**src/rtl/rtc_time_core.sv**
```systemverilog
// Real-time clock core: 1 Hz prescaler, cascaded BCD hh:mm:ss counters and a
// mode-selected registered 4-digit BCD display word. Define RTC_12H_EN for 12-hour format.
module rtc_time_core #(
    parameter int unsigned TICKS_PER_SEC = 100_000_000
) (
    input  logic        clk,
    input  logic        reset,
    input  logic        mode,
    input  logic        inc_min,
    input  logic        inc_hr,
    output logic [15:0] digits,
    output logic        sec_tick,
    output logic        dp_blink
);

    localparam int unsigned PW = (TICKS_PER_SEC > 1) ? $clog2(TICKS_PER_SEC) : 1;
    localparam logic [PW-1:0] PCNT_MAX  = PW'(TICKS_PER_SEC - 1);
    localparam logic [PW-1:0] PCNT_HALF = PW'(TICKS_PER_SEC / 2);
`ifdef RTC_12H_EN
    localparam logic [3:0] H10_RST = 4'd1;
    localparam logic [3:0] H1_RST  = 4'd2;
`else
    localparam logic [3:0] H10_RST = 4'd0;
    localparam logic [3:0] H1_RST  = 4'd0;
`endif

    logic [PW-1:0] pcnt_q, pcnt_d;
    logic [3:0]    s1_q, s1_d, s10_q, s10_d;
    logic [3:0]    m1_q, m1_d, m10_q, m10_d;
    logic [3:0]    h1_q, h1_d, h10_q, h10_d;
    logic          mode_meta_q, mode_s_q;
    logic [15:0]   digits_q, digits_d;
    logic          sec_tick_q, sec_tick_d;
    logic          dp_blink_q, dp_blink_d;
    logic          wrap, sec_carry, hr_carry;

    // Next-state: prescaler, carry chain and display selection
    always_comb begin
        pcnt_d     = pcnt_q;
        s1_d       = s1_q;
        s10_d      = s10_q;
        m1_d       = m1_q;
        m10_d      = m10_q;
        h1_d       = h1_q;
        h10_d      = h10_q;

        wrap       = (pcnt_q == PCNT_MAX);
        sec_carry  = wrap && (s10_q == 4'd5) && (s1_q == 4'd9);
        // A coincident inc_min only collapses the minute step; the rollover still carries
        hr_carry   = sec_carry && (m10_q == 4'd5) && (m1_q == 4'd9);

        pcnt_d     = wrap ? '0 : pcnt_q + PW'(1);

        if (wrap) begin
            if (s1_q == 4'd9) begin
                s1_d  = 4'd0;
                s10_d = (s10_q == 4'd5) ? 4'd0 : s10_q + 4'd1;
            end else begin
                s1_d  = s1_q + 4'd1;
            end
        end

        if (sec_carry || inc_min) begin
            if (m1_q == 4'd9) begin
                m1_d  = 4'd0;
                m10_d = (m10_q == 4'd5) ? 4'd0 : m10_q + 4'd1;
            end else begin
                m1_d  = m1_q + 4'd1;
            end
        end

        if (hr_carry || inc_hr) begin
`ifdef RTC_12H_EN
            if (h10_q == 4'd1 && h1_q == 4'd2) begin
                h10_d = 4'd0;
                h1_d  = 4'd1;
            end
`else
            if (h10_q == 4'd2 && h1_q == 4'd3) begin
                h10_d = 4'd0;
                h1_d  = 4'd0;
            end
`endif
            else if (h1_q == 4'd9) begin
                h10_d = h10_q + 4'd1;
                h1_d  = 4'd0;
            end else begin
                h1_d  = h1_q + 4'd1;
            end
        end

        digits_d   = mode_s_q ? {h10_q, h1_q, m10_q, m1_q} : {m10_q, m1_q, s10_q, s1_q};
        sec_tick_d = wrap;
        dp_blink_d = (pcnt_q < PCNT_HALF);
    end

    always_ff @(posedge clk or posedge reset) begin
        if (reset) begin
            pcnt_q      <= '0;
            s1_q        <= 4'd0;
            s10_q       <= 4'd0;
            m1_q        <= 4'd0;
            m10_q       <= 4'd0;
            h1_q        <= H1_RST;
            h10_q       <= H10_RST;
            mode_meta_q <= 1'b0;
            mode_s_q    <= 1'b0;
            digits_q    <= 16'h0000;
            sec_tick_q  <= 1'b0;
            dp_blink_q  <= 1'b0;
        end else begin
            pcnt_q      <= pcnt_d;
            s1_q        <= s1_d;
            s10_q       <= s10_d;
            m1_q        <= m1_d;
            m10_q       <= m10_d;
            h1_q        <= h1_d;
            h10_q       <= h10_d;
            mode_meta_q <= mode;
            mode_s_q    <= mode_meta_q;
            digits_q    <= digits_d;
            sec_tick_q  <= sec_tick_d;
            dp_blink_q  <= dp_blink_d;
        end
    end

    assign digits   = digits_q;
    assign sec_tick = sec_tick_q;
    assign dp_blink = dp_blink_q;

endmodule
```
**config.mk**
```make
export PLATFORM = sky130hd
export DESIGN_NAME = rtc_time_core
export DESIGN_NICKNAME = d
export VERILOG_FILES = /design/src/rtl/rtc_time_core.sv
export SDC_FILE = /design/constraint.sdc
export NUM_CORES = 1
export LEC_CHECK = 0
export ABC_CLOCK_PERIOD_IN_PS = 2300
export BUFFER_PORTS_ARGS = -buffer_cell sky130_fd_sc_hd__buf_2
export CELL_PAD_IN_SITES_DETAIL_PLACEMENT = 0
export CELL_PAD_IN_SITES_GLOBAL_PLACEMENT = 1
export CORE_MARGIN = 2
export CORE_UTILIZATION = 43
export DETAILED_ROUTE_END_ITERATION = 8
export PLACE_DENSITY = 0.82
export SLEW_MARGIN = 30
export SYNTH_ARGS = -nofsm -noshare
export SYNTH_HDL_FRONTEND = slang
export SYNTH_SLANG_ARGS = --single-unit
```
**constraint.sdc**
```tcl
create_clock -name clk -period 2.3 [get_ports clk]
set_clock_uncertainty 0.15 [all_clocks]
set_input_delay 0.46 -clock clk [delete_from_list [all_inputs] [get_ports clk]]
set_output_delay 0.46 -clock clk [all_outputs]
set_load 0.02 [all_outputs]
```
==> report_table.html, run 1 <==
<table>
<tr><th>Metric</th><th>Value</th></tr>
<tr><th colspan="2">STA</th></tr>
<tr><td>Setup repair after global routing missed its margin</td><td>false</td></tr>
<tr><td>Final hold violations</td><td>0</td></tr>
<tr><td>Setup-violating endpoint count in the final report</td><td>0</td></tr>
<tr><td>Final setup TNS</td><td>0 ps</td></tr>
<tr><td>Hold Worst Slack</td><td>35.3 ps</td></tr>
<tr><td>Max-Slew Margin vs Limit</td><td>0.545</td></tr>
<tr><td>Number of pins exceeding their max-slew limit in the final report</td><td>0</td></tr>
<tr><td>Worst-margin pin slew</td><td>683 ps</td></tr>
<tr><td>Final clock period utilization by the worst path</td><td>0.941</td></tr>
<tr><td>Fmax</td><td>0.462 GHz</td></tr>
<tr><td>Minimum period implied by the final worst setup slack</td><td>2170 ps</td></tr>
<tr><th colspan="2">Synthesis</th></tr>
<tr><td>Fraction of synthesized cell area taken by the top area cell type</td><td>0.531</td></tr>
<tr><td>Number of synthesized register bits</td><td>71</td></tr>
<tr><td>Avg Synthesized Cell Area</td><td>11.1 um2</td></tr>
<tr><td>Top cells by area in the synthesized netlist</td><td>sky130_fd_sc_hd__dfrtp_1, sky130_fd_sc_hd__mux2_2, sky130_fd_sc_hd__xnor2_1</td></tr>
<tr><td>Synthesized Nets</td><td>312</td></tr>
<tr><td>Leading cell type by number of instances after synthesis</td><td>sky130_fd_sc_hd__dfrtp_1</td></tr>
<tr><td>Top cell types by occurrence after synthesis</td><td>sky130_fd_sc_hd__dfrtp_1, sky130_fd_sc_hd__nor2_1, sky130_fd_sc_hd__mux2_2, sky130_fd_sc_hd__nand2_1, sky130_fd_sc_hd__xnor2_1</td></tr>
<tr><td>Cell count after synthesis</td><td>302</td></tr>
<tr><td>Share of flip-flops with an asynchronous set or reset after synthesis</td><td>1.00</td></tr>
<tr><td>Portion of the post-synthesis area used by sequential elements</td><td>0.531</td></tr>
<tr><td>Most used flip-flop cell after synthesis</td><td>sky130_fd_sc_hd__dfrtp_1</td></tr>
<tr><td>Post-synthesis cell type count</td><td>47</td></tr>
<tr><td>Post-synth EDFFs</td><td>0</td></tr>
<tr><td>Largest area contributor in the netlist</td><td>sky130_fd_sc_hd__dfrtp_1</td></tr>
<tr><td>Post-synthesis instance area</td><td>3340 um2</td></tr>
<tr><td>Count of warnings emitted by yosys</td><td>0</td></tr>
<tr><th colspan="2">Clock network</th></tr>
<tr><td>CTS buffer count</td><td>9</td></tr>
<tr><td>Clock tree from TritonCTS</td><td>built</td></tr>
<tr><td>Worst-Skew Late Latency</td><td>350 ps</td></tr>
<tr><td>Root buf cell</td><td>sky130_fd_sc_hd__clkbuf_8</td></tr>
<tr><td>H-tree depth</td><td>3</td></tr>
<tr><td>Clock slew at the register clock pins of the worst setup and hold paths</td><td>70 ps</td></tr>
<tr><td>Clock sink count</td><td>71</td></tr>
<tr><td>Clock Tree Buf Depth</td><td>2</td></tr>
<tr><th colspan="2">Floorplan</th></tr>
<tr><td>Die Footprint</td><td>8500 um2</td></tr>
<tr><td>Top-level port count</td><td>23</td></tr>
<tr><td>Chip height</td><td>92.2 um</td></tr>
<tr><td>FP Rows</td><td>32</td></tr>
<tr><td>Chip Width</td><td>92.2 um</td></tr>
<tr><td>Initial core utilization</td><td>0.437</td></tr>
<tr><td>Placeable core region</td><td>7650 um2</td></tr>
<tr><th colspan="2">Placed design</th></tr>
<tr><td>Total of buffers placed on input and output ports</td><td>22</td></tr>
<tr><td>Half-perimeter wire length of the detailed placement result</td><td>4350 um</td></tr>
<tr><td>RePlAce Congestion</td><td>0.849</td></tr>
<tr><td>Number of placed instances with taps included</td><td>449</td></tr>
<tr><th colspan="2">Critical path</th></tr>
<tr><td>Launching element of the worst setup path</td><td>pcnt_q[9]</td></tr>
<tr><td>Cell at the slowest stage of the critical path</td><td>sky130_fd_sc_hd__nor4_2</td></tr>
<tr><td>Highest fanout seen on the critical path</td><td>3</td></tr>
<tr><td>Critical path cell sequence</td><td>nor4_2 -&gt; nand4bb_4 -&gt; or2_2 -&gt; inv_1 -&gt; and2_1 -&gt; mux2_2</td></tr>
<tr><td>Stage delay of the slowest cell on the critical path</td><td>440 ps</td></tr>
<tr><td>Startpoint of the worst register-to-register path</td><td>pcnt_q[9]</td></tr>
<tr><td>CP Class</td><td>reg -&gt; reg</td></tr>
<tr><td>Kind of end point of the critical path</td><td>flop</td></tr>
<tr><td>Arrival time at the worst endpoint</td><td>2250 ps</td></tr>
<tr><td>Data required time at the worst endpoint</td><td>2380 ps</td></tr>
<tr><td>Critical Path Source Type</td><td>flop</td></tr>
<tr><th colspan="2">Power</th></tr>
<tr><td>Static power due to leakage</td><td>0.00190 uW</td></tr>
<tr><td>Combinational cell fraction of total power</td><td>0.232</td></tr>
<tr><td>Maximum ir drop on the vdd rail</td><td>0.314 mV</td></tr>
<tr><td>Proportion of power drawn by the clock network</td><td>0.330</td></tr>
<tr><td>Power density of the placed cells</td><td>922 nW/um2</td></tr>
<tr><td>Sw frac</td><td>0.290</td></tr>
<tr><td>Cell Int Power</td><td>2670 uW</td></tr>
<tr><td>Relative contribution of sequential cells to total power</td><td>0.438</td></tr>
<tr><td>Switching power</td><td>1090 uW</td></tr>
<tr><th colspan="2">Route</th></tr>
<tr><td>Detailed-route DRC error count</td><td>0</td></tr>
<tr><td>WL/cell</td><td>13.4 um</td></tr>
<tr><td>DRC violation total after the first TritonRoute iteration</td><td>89</td></tr>
<tr><td>ANT nets after route</td><td>0</td></tr>
<tr><td>Routed wire length</td><td>6270 um</td></tr>
<tr><td>Via total after detailed routing</td><td>2346</td></tr>
<tr><td>Via/cell ratio</td><td>5.03</td></tr>
<tr><td>Router iterations before antenna repair</td><td>4</td></tr>
<tr><th colspan="2">Hold path</th></tr>
<tr><td>Path class of the lowest-slack min-delay path</td><td>in -&gt; async</td></tr>
<tr><th colspan="2">Finish</th></tr>
<tr><td>Diode insertion count for antenna repair</td><td>0</td></tr>
<tr><td>Synthesis-to-finish area growth</td><td>22.1%</td></tr>
<tr><td>Fin cells</td><td>466</td></tr>
<tr><td>Combined area of the multi-input logic cells</td><td>1510 um2</td></tr>
<tr><td>Fill cells</td><td>672</td></tr>
<tr><td>Net total in the final layout</td><td>369</td></tr>
<tr><td>Fraction of final layout cells with drive strength greater than 1</td><td>0.305</td></tr>
<tr><td>Sequential cell area</td><td>1780 um2</td></tr>
<tr><th colspan="2">Global route</th></tr>
<tr><td>Congestion Overflow GR</td><td>0</td></tr>
<tr><td>Wire length of the first global-routing pass</td><td>11100 um</td></tr>
<tr><td>Tot GR Track Use</td><td>0.166</td></tr>
<tr><td>Pin count of the biggest net entering global routing</td><td>72</td></tr>
<tr><td>Number of antenna violations at the first check in global routing</td><td>0</td></tr>
<tr><td>Via count of the first global-routing pass</td><td>2371</td></tr>
<tr><th colspan="2">Flow run</th></tr>
<tr><td>Number of max-cap violations</td><td>0</td></tr>
<tr><th colspan="2">Status</th></tr>
<tr><td>Run status</td><td>finished clean</td></tr>
</table>
-- path summary, 6_finish.rpt --
kind	slack (ps)	end	cells after the start
worst min-delay path	40	digits[12]	3
worst max-delay path	130	s10_q[1]	6
max in group asynchronous	1650	m1_q[3]	3
min in group clk	70	mode_meta_q	1
worst min register to register	220	mode_s_q	0
worst max register to register	130	s10_q[1]	6
-- layer usage --
metal  global-route usage  vias to the layer above  wire length (um)  share of wire
li1                     -                     1167                 -              -
met1                0.211                     1139              2910           0.46
met2                0.273                       32              3070           0.49
met3               0.0419                        8               207          0.033
met4               0.0609                        0                74          0.012
met5                    0                        -                 0              0
-- flip-flops by register name, indices dropped and copies added (netlist names) --
register     flops
digits          16
dp_blink         1
h10_q            4
h1_q             4
m10_q            4
m1_q             4
mode_meta_q      1
mode_s_q         1
pcnt_q          27
s10_q            4
s1_q             4
sec_tick         1
-- power groups by stage --
stage                     clock [uW]  combinational [uW]  sequential [uW]
after floorplan                    0                 481             1770
after global placement             0                 870             1670
after detailed placement           0                 877             1680
after CTS                       1270                 881             1650
after global routing            1320                 982             1690
final                           1240                 872             1650
-- critical path: cells and delay by family (launching register included) --
family,cells,cell delay (ps)
buf+inv,1,90
mux,1,330
flops,1,400
simple gates,4,1080
-- cell type report --
type                    count  share of cell area
clock buffers              11              0.0371
clock inverters             5              0.0254
inverters                  14              0.0138
multi-input cells         209               0.369
flip-flops and latches     71               0.435
well taps                 102              0.0312
repair buffers             54              0.0888
-- placed cells by master (no fill, tap or decap), types with 2 or more instances in the layout --
cell	netlist	layout
sky130_fd_sc_hd__dfrtp_1	71	71
sky130_fd_sc_hd__nor2_1	32	31
sky130_fd_sc_hd__buf_4	0	31
sky130_fd_sc_hd__buf_2	3	22
sky130_fd_sc_hd__mux2_2	20	20
sky130_fd_sc_hd__nand2_1	20	20
sky130_fd_sc_hd__xnor2_1	19	19
sky130_fd_sc_hd__nand3_1	15	15
sky130_fd_sc_hd__inv_1	14	13
sky130_fd_sc_hd__xor2_1	13	13
sky130_fd_sc_hd__clkbuf_8	0	11
sky130_fd_sc_hd__nand4_1	9	9
sky130_fd_sc_hd__o21ai_0	9	9
sky130_fd_sc_hd__and3_1	7	7
sky130_fd_sc_hd__a21oi_1	5	5
sky130_fd_sc_hd__nor2b_1	5	5
sky130_fd_sc_hd__ha_1	5	5
sky130_fd_sc_hd__nor3_2	4	4
sky130_fd_sc_hd__nand2b_1	4	4
sky130_fd_sc_hd__or2_2	3	3
sky130_fd_sc_hd__nand3b_1	3	3
sky130_fd_sc_hd__bufinv_16	0	3
sky130_fd_sc_hd__and4_1	2	2
sky130_fd_sc_hd__nor4_2	2	2
sky130_fd_sc_hd__and4bb_2	2	2
sky130_fd_sc_hd__a31o_2	2	2
sky130_fd_sc_hd__nor4_1	2	2
sky130_fd_sc_hd__nor4bb_2	0	2
sky130_fd_sc_hd__o211ai_1	2	2
sky130_fd_sc_hd__a22o_1	2	2
sky130_fd_sc_hd__o31ai_1	2	2
-- per-stage QoR --
| stage | total power [uW] | util | area (um2) | setup WS [ps] |
|---|---|---|---|---|
| 3_3_place_gp | 2540 | 0.496 | 3790 | 166 |
| 6_report | 3770 | 0.534 | 4080 | 135 |
| 5_1_grt | 3990 | 0.534 | 4080 | 33.7 |
| 4_1_cts | 3810 | 0.529 | 4050 | 91.4 |
| 3_5_place_dp | 2560 | 0.496 | 3790 | 109 |
| 2_1_floorplan | 2250 | - | 3350 | 226 |
-- repair_timing --
item	in CTS	in global routing
hold buffers	0	0
resized for setup	0	4
setup endpoints to repair	0	5
setup buffers	0	1
-- kinds of logic (layout without fill, tap and decap cells) --
group           after synthesis  in the layout  synth area share
simple gates                119            119             0.201
flops                        71             71             0.531
compound gates               33             33            0.0703
xor+xnor                     32             32            0.0838
buf+inv                      22             84            0.0281
mux                          20             20            0.0673
fa+ha+maj                     5              5            0.0187
Power figures use the tool's default switching activity.
==> run 2, diff against run 1 <==
--- a/config.mk
+++ b/config.mk
@@ -5,14 +5,15 @@
 export SDC_FILE = /design/constraint.sdc
 export NUM_CORES = 1
 export LEC_CHECK = 0
+export ABC_AREA = 1
 export ABC_CLOCK_PERIOD_IN_PS = 2300
 export BUFFER_PORTS_ARGS = -buffer_cell sky130_fd_sc_hd__buf_2
 export CELL_PAD_IN_SITES_DETAIL_PLACEMENT = 0
 export CELL_PAD_IN_SITES_GLOBAL_PLACEMENT = 1
 export CORE_MARGIN = 2
-export CORE_UTILIZATION = 43
+export CORE_UTILIZATION = 41
 export DETAILED_ROUTE_END_ITERATION = 8
-export PLACE_DENSITY = 0.82
+export PLACE_DENSITY = 0.76
 export SLEW_MARGIN = 30
 export SYNTH_ARGS = -nofsm -noshare
 export SYNTH_HDL_FRONTEND = slang
==> run 2 against run 1 <==
Effect of this change: combinational power down 29%; clock-buffer cell count is 1 higher; die area up 13%; total power shrank 15%; fmax rose by 3.2%; critical path type unchanged; clock power decreased by 18%; non-clock buffer count down 25; sequential share of layout area shrank 0.24 points.
==> report_table.html, run 2 <==
<table>
<tr><th>Metric</th><th>Value</th></tr>
<tr><th colspan="2">Clock network</th></tr>
<tr><td>CTS buffer count</td><td>9 (unchanged)</td></tr>
<tr><td>Hold bufs inserted after CTS</td><td>0 (unchanged)</td></tr>
<tr><td>Worst-Skew Late Latency</td><td>340 ps (about the same)</td></tr>
<tr><td>Root buf cell</td><td>sky130_fd_sc_hd__clkbuf_8</td></tr>
<tr><td>Clock sink count</td><td>71 (unchanged)</td></tr>
<tr><td>Post-CTS resize count</td><td>0 (unchanged)</td></tr>
<tr><td>Clock Tree Buf Depth</td><td>2 (unchanged)</td></tr>
<tr><td>Number of setup buffers added after CTS</td><td>0 (unchanged)</td></tr>
<tr><td>Clock tree from TritonCTS</td><td>built</td></tr>
<tr><td>H-tree depth</td><td>3 (unchanged)</td></tr>
<tr><td>Clock slew at the register clock pins of the worst setup and hold paths</td><td>80 ps (about the same)</td></tr>
<tr><th colspan="2">Critical path</th></tr>
<tr><td>Cell at the slowest stage of the critical path</td><td>sky130_fd_sc_hd__dfrtp_1</td></tr>
<tr><td>Reg-to-reg critical path endpoint</td><td>h10_q[3]</td></tr>
<tr><td>Stage delay of the slowest cell on the critical path</td><td>400 ps (-40 ps)</td></tr>
<tr><td>Slack of the worst reg-to-reg path</td><td>200 ps (+70 ps)</td></tr>
<tr><td>Highest fanout seen on the critical path</td><td>11 (+8)</td></tr>
<tr><td>Family of cells with the greatest summed delay on the critical path</td><td>simple AND/OR/NAND/NOR gates</td></tr>
<tr><td>Buf/Inv on CP</td><td>0 (-1)</td></tr>
<tr><td>Total number of cells along the worst setup path</td><td>10 (+4)</td></tr>
<tr><td>Critical Path Source Type</td><td>flop</td></tr>
<tr><td>End of the critical path</td><td>h10_q[3]</td></tr>
<tr><td>CP Class</td><td>reg -&gt; reg</td></tr>
<tr><td>Kind of end point of the critical path</td><td>flop</td></tr>
<tr><td>Critical path cell sequence</td><td>ha_1 -&gt; nand3_2 -&gt; nor2_2 -&gt; nand2_1 -&gt; nor2_4 -&gt; nand4_2 -&gt; nand2_4 -&gt; nand2_1 -&gt; nand2_1 -&gt; nand2_1</td></tr>
<tr><td>Launching element of the worst setup path</td><td>pcnt_q[0]</td></tr>
<tr><td>Data required time at the worst endpoint</td><td>2390 ps (about the same)</td></tr>
<tr><td>Startpoint of the worst register-to-register path</td><td>pcnt_q[0]</td></tr>
<tr><td>Cell occurring most often along the worst timing path</td><td>sky130_fd_sc_hd__nand2_1</td></tr>
<tr><td>Cell count of the worst reg-to-reg path</td><td>10 (+4)</td></tr>
<tr><td>Arrival time at the worst endpoint</td><td>2190 ps (-60 ps)</td></tr>
<tr><th colspan="2">STA</th></tr>
<tr><td>Hold Worst Slack</td><td>9.14 ps (-26.1 ps)</td></tr>
<tr><td>Worst-margin pin slew</td><td>560 ps (-122 ps)</td></tr>
<tr><td>Number of pins exceeding their max-slew limit in the final report</td><td>0 (unchanged)</td></tr>
<tr><td>Final clock period utilization by the worst path</td><td>0.913 (-0.0289)</td></tr>
<tr><td>Minimum period implied by the final worst setup slack</td><td>2100 ps (-66.4 ps)</td></tr>
<tr><td>Max-Slew Margin vs Limit</td><td>0.626 (+0.0809)</td></tr>
<tr><td>Setup-violating endpoint count in the final report</td><td>0 (unchanged)</td></tr>
<tr><td>Final setup TNS</td><td>0 ps (unchanged)</td></tr>
<tr><td>Fmax</td><td>0.476 GHz (+3.2%)</td></tr>
<tr><td>Setup repair after global routing missed its margin</td><td>false</td></tr>
<tr><td>Final hold violations</td><td>0 (unchanged)</td></tr>
<tr><th colspan="2">Synthesis</th></tr>
<tr><td>Post-synthesis cell type count</td><td>33 (-30%)</td></tr>
<tr><td>Post-synthesis instance area</td><td>3640 um2 (+8.7%)</td></tr>
<tr><td>Fraction of synthesized cell area taken by the top area cell type</td><td>0.489 (-0.0426)</td></tr>
<tr><td>Synthesized Nets</td><td>462 (+48%)</td></tr>
<tr><td>Share of flip-flops with an asynchronous set or reset after synthesis</td><td>1.00 (unchanged)</td></tr>
<tr><td>Cell count after synthesis</td><td>452 (+50%)</td></tr>
<tr><td>Top cell types by occurrence after synthesis</td><td>sky130_fd_sc_hd__nand2_1, sky130_fd_sc_hd__dfrtp_1, sky130_fd_sc_hd__inv_1, sky130_fd_sc_hd__nor2_1, sky130_fd_sc_hd__nand3_1</td></tr>
<tr><td>Most used flip-flop cell after synthesis</td><td>sky130_fd_sc_hd__dfrtp_1</td></tr>
<tr><td>Number of synthesized register bits</td><td>71 (unchanged)</td></tr>
<tr><td>Avg Synthesized Cell Area</td><td>8.04 um2 (-27%)</td></tr>
<tr><td>Count of warnings emitted by yosys</td><td>0 (unchanged)</td></tr>
<tr><td>Largest area contributor in the netlist</td><td>sky130_fd_sc_hd__dfrtp_1</td></tr>
<tr><td>Portion of the post-synthesis area used by sequential elements</td><td>0.489 (-0.0426)</td></tr>
<tr><td>Leading cell type by number of instances after synthesis</td><td>sky130_fd_sc_hd__nand2_1</td></tr>
<tr><td>Top cells by area in the synthesized netlist</td><td>sky130_fd_sc_hd__dfrtp_1, sky130_fd_sc_hd__nand2_1, sky130_fd_sc_hd__inv_1</td></tr>
<tr><td>Post-synth EDFFs</td><td>0 (unchanged)</td></tr>
<tr><th colspan="2">Floorplan</th></tr>
<tr><td>Chip Width</td><td>98.2 um (+6.5%)</td></tr>
<tr><td>Chip height</td><td>98.2 um (+6.5%)</td></tr>
<tr><td>Initial core utilization</td><td>0.419 (-0.0184)</td></tr>
<tr><td>FP Rows</td><td>34 (+6.3%)</td></tr>
<tr><td>Top-level port count</td><td>23 (unchanged)</td></tr>
<tr><td>Die Footprint</td><td>9640 um2 (+13%)</td></tr>
<tr><td>Placeable core region</td><td>8680 um2 (+13%)</td></tr>
<tr><th colspan="2">Placed design</th></tr>
<tr><td>RePlAce Congestion</td><td>0.864 (+1.7%)</td></tr>
<tr><td>Cell area after placement</td><td>3900 um2 (+3.0%)</td></tr>
<tr><td>Total of buffers placed on input and output ports</td><td>22 (unchanged)</td></tr>
<tr><td>Half-perimeter wire length of the detailed placement result</td><td>5750 um (+32%)</td></tr>
<tr><th colspan="2">Route</th></tr>
<tr><td>Via/cell ratio</td><td>4.86 (-3.5%)</td></tr>
<tr><td>Router iterations before antenna repair</td><td>4 (unchanged)</td></tr>
<tr><td>Routed wire length</td><td>7790 um (+24%)</td></tr>
<tr><td>Via total after detailed routing</td><td>2891 (+23%)</td></tr>
<tr><td>ANT nets after route</td><td>0 (unchanged)</td></tr>
<tr><td>WL/cell</td><td>13.1 um (-2.6%)</td></tr>
<tr><td>DRC violation total after the first TritonRoute iteration</td><td>119 (+34%)</td></tr>
<tr><td>Detailed-route DRC error count</td><td>0 (unchanged)</td></tr>
<tr><th colspan="2">Hold path</th></tr>
<tr><td>Path class of the lowest-slack min-delay path</td><td>in -&gt; async</td></tr>
<tr><th colspan="2">Status</th></tr>
<tr><td>Run status</td><td>finished clean</td></tr>
<tr><th colspan="2">Global route</th></tr>
<tr><td>Tot GR Track Use</td><td>0.175 (+0.00941)</td></tr>
<tr><td>Pin count of the biggest net entering global routing</td><td>33 (-54%)</td></tr>
<tr><td>Congestion Overflow GR</td><td>0 (unchanged)</td></tr>
<tr><td>Number of antenna violations at the first check in global routing</td><td>0 (unchanged)</td></tr>
<tr><td>Wire length of the first global-routing pass</td><td>13400 um (+21%)</td></tr>
<tr><td>Via count of the first global-routing pass</td><td>2859 (+21%)</td></tr>
<tr><th colspan="2">Finish</th></tr>
<tr><td>Top reg by flops</td><td>pcnt_q</td></tr>
<tr><td>Sequential cell area</td><td>1780 um2 (unchanged)</td></tr>
<tr><td>Final instance area</td><td>4110 um2 (+0.55%)</td></tr>
<tr><td>Combined area of the multi-input logic cells</td><td>1560 um2 (+3.7%)</td></tr>
<tr><td>Commonest cells after routing, fill and taps aside</td><td>sky130_fd_sc_hd__nand2_1, sky130_fd_sc_hd__dfrtp_1, sky130_fd_sc_hd__inv_1, sky130_fd_sc_hd__nor2_1, sky130_fd_sc_hd__nand3_1</td></tr>
<tr><td>Fill cells</td><td>886 (+32%)</td></tr>
<tr><td>Most common cell after layout, fill and taps aside</td><td>sky130_fd_sc_hd__nand2_1</td></tr>
<tr><td>Diode insertion count for antenna repair</td><td>0 (unchanged)</td></tr>
<tr><td>Synthesis-to-finish area growth</td><td>12.9%</td></tr>
<tr><td>Fraction of final layout cells with drive strength greater than 1</td><td>0.129 (-0.176)</td></tr>
<tr><td>Net total in the final layout</td><td>493 (+34%)</td></tr>
<tr><td>Final core utilization</td><td>0.473 (-0.0608)</td></tr>
<tr><td>Flip-flop count of the largest register, all copies and words added</td><td>27 (unchanged)</td></tr>
<tr><th colspan="2">Flow run</th></tr>
<tr><td>Number of max-cap violations</td><td>0 (unchanged)</td></tr>
<tr><th colspan="2">Power</th></tr>
<tr><td>Maximum ir drop on the vdd rail</td><td>0.441 mV (+40%)</td></tr>
<tr><td>Total power of the final layout</td><td>3220 uW (-15%)</td></tr>
<tr><td>Power density of the placed cells</td><td>784 nW/um2 (-15%)</td></tr>
<tr><td>Static power due to leakage</td><td>0.00208 uW (+9.1%)</td></tr>
</table>
-- run 2: cell types whose count changed after synthesis, sizes merged, moves of 7 or more --
cell   before  now
xnor2      19    3
nand3      15   37
and3        7    0
nand2      20  104
inv        14   65
o21ai      10   34
mux2       20    0
nor2       32   60
a21oi       5   14
-- run 2: metal layers --
metal	track usage	vias up	wire [um]
li1	-	1498	-
met1	0.218	1347	3640
met2	0.297	37	3830
met3	0.0458	9	217
met4	0.0590	0	113
met5	0	-	0
-- run 2: worst min-delay path by stage --
stage                to  slack [ps]
2_1_floorplan  mode_s_q         180
3_3_place_gp   mode_s_q         180
3_5_place_dp   mode_s_q         190
4_1_cts        m10_q[0]          10
5_1_grt        m10_q[0]          40
6_report       mode_s_q           9
-- run 2: cell type report --
type | count | area share
Clock inverter | 3 | 0.0104
Timing Repair Buffer | 29 | 0.0457
Clock buffer | 12 | 0.0378
Sequential cell | 71 | 0.433
Inverter | 65 | 0.0603
Multi-Input combinational cell | 307 | 0.380
Tap cell | 108 | 0.0329
-- run 2: cell families after synthesis --
group                      share of synthesized area
AOI/OAI and AO/OA                             0.0743
and+or+nand+nor                                0.288
xor gates and xnor gates                      0.0482
adders and majority gates                     0.0172
buffers and inverters                         0.0833
DFF                                            0.489
-- run 2: worst register-to-register path, cell delays in order (launching register included) --
cell and delay (ps):
sky130_fd_sc_hd__dfrtp_1 400, sky130_fd_sc_hd__ha_1 240, sky130_fd_sc_hd__nand3_2 120, sky130_fd_sc_hd__nor2_2 220, sky130_fd_sc_hd__nand2_1 120, sky130_fd_sc_hd__nor2_4 180
sky130_fd_sc_hd__nand4_2 170, sky130_fd_sc_hd__nand2_4 150, sky130_fd_sc_hd__nand2_1 110, sky130_fd_sc_hd__nand2_1 80, sky130_fd_sc_hd__nand2_1 50
-- run 2: report_power, final --
part	switching (uW)	total (uW)	leakage, uW	internal [uW]
logic	387	617	0.00104	230
registers	164	1580	0.000939	1420
clock network	463	1020	0.0000985	553
-- run 2: through the flow --
step,cells,setup slack [ps]
after floorplan,452,522
after CTS,595,154
after global placement,580,236
after detailed placement,580,182
final,595,201
after global routing,595,41.2
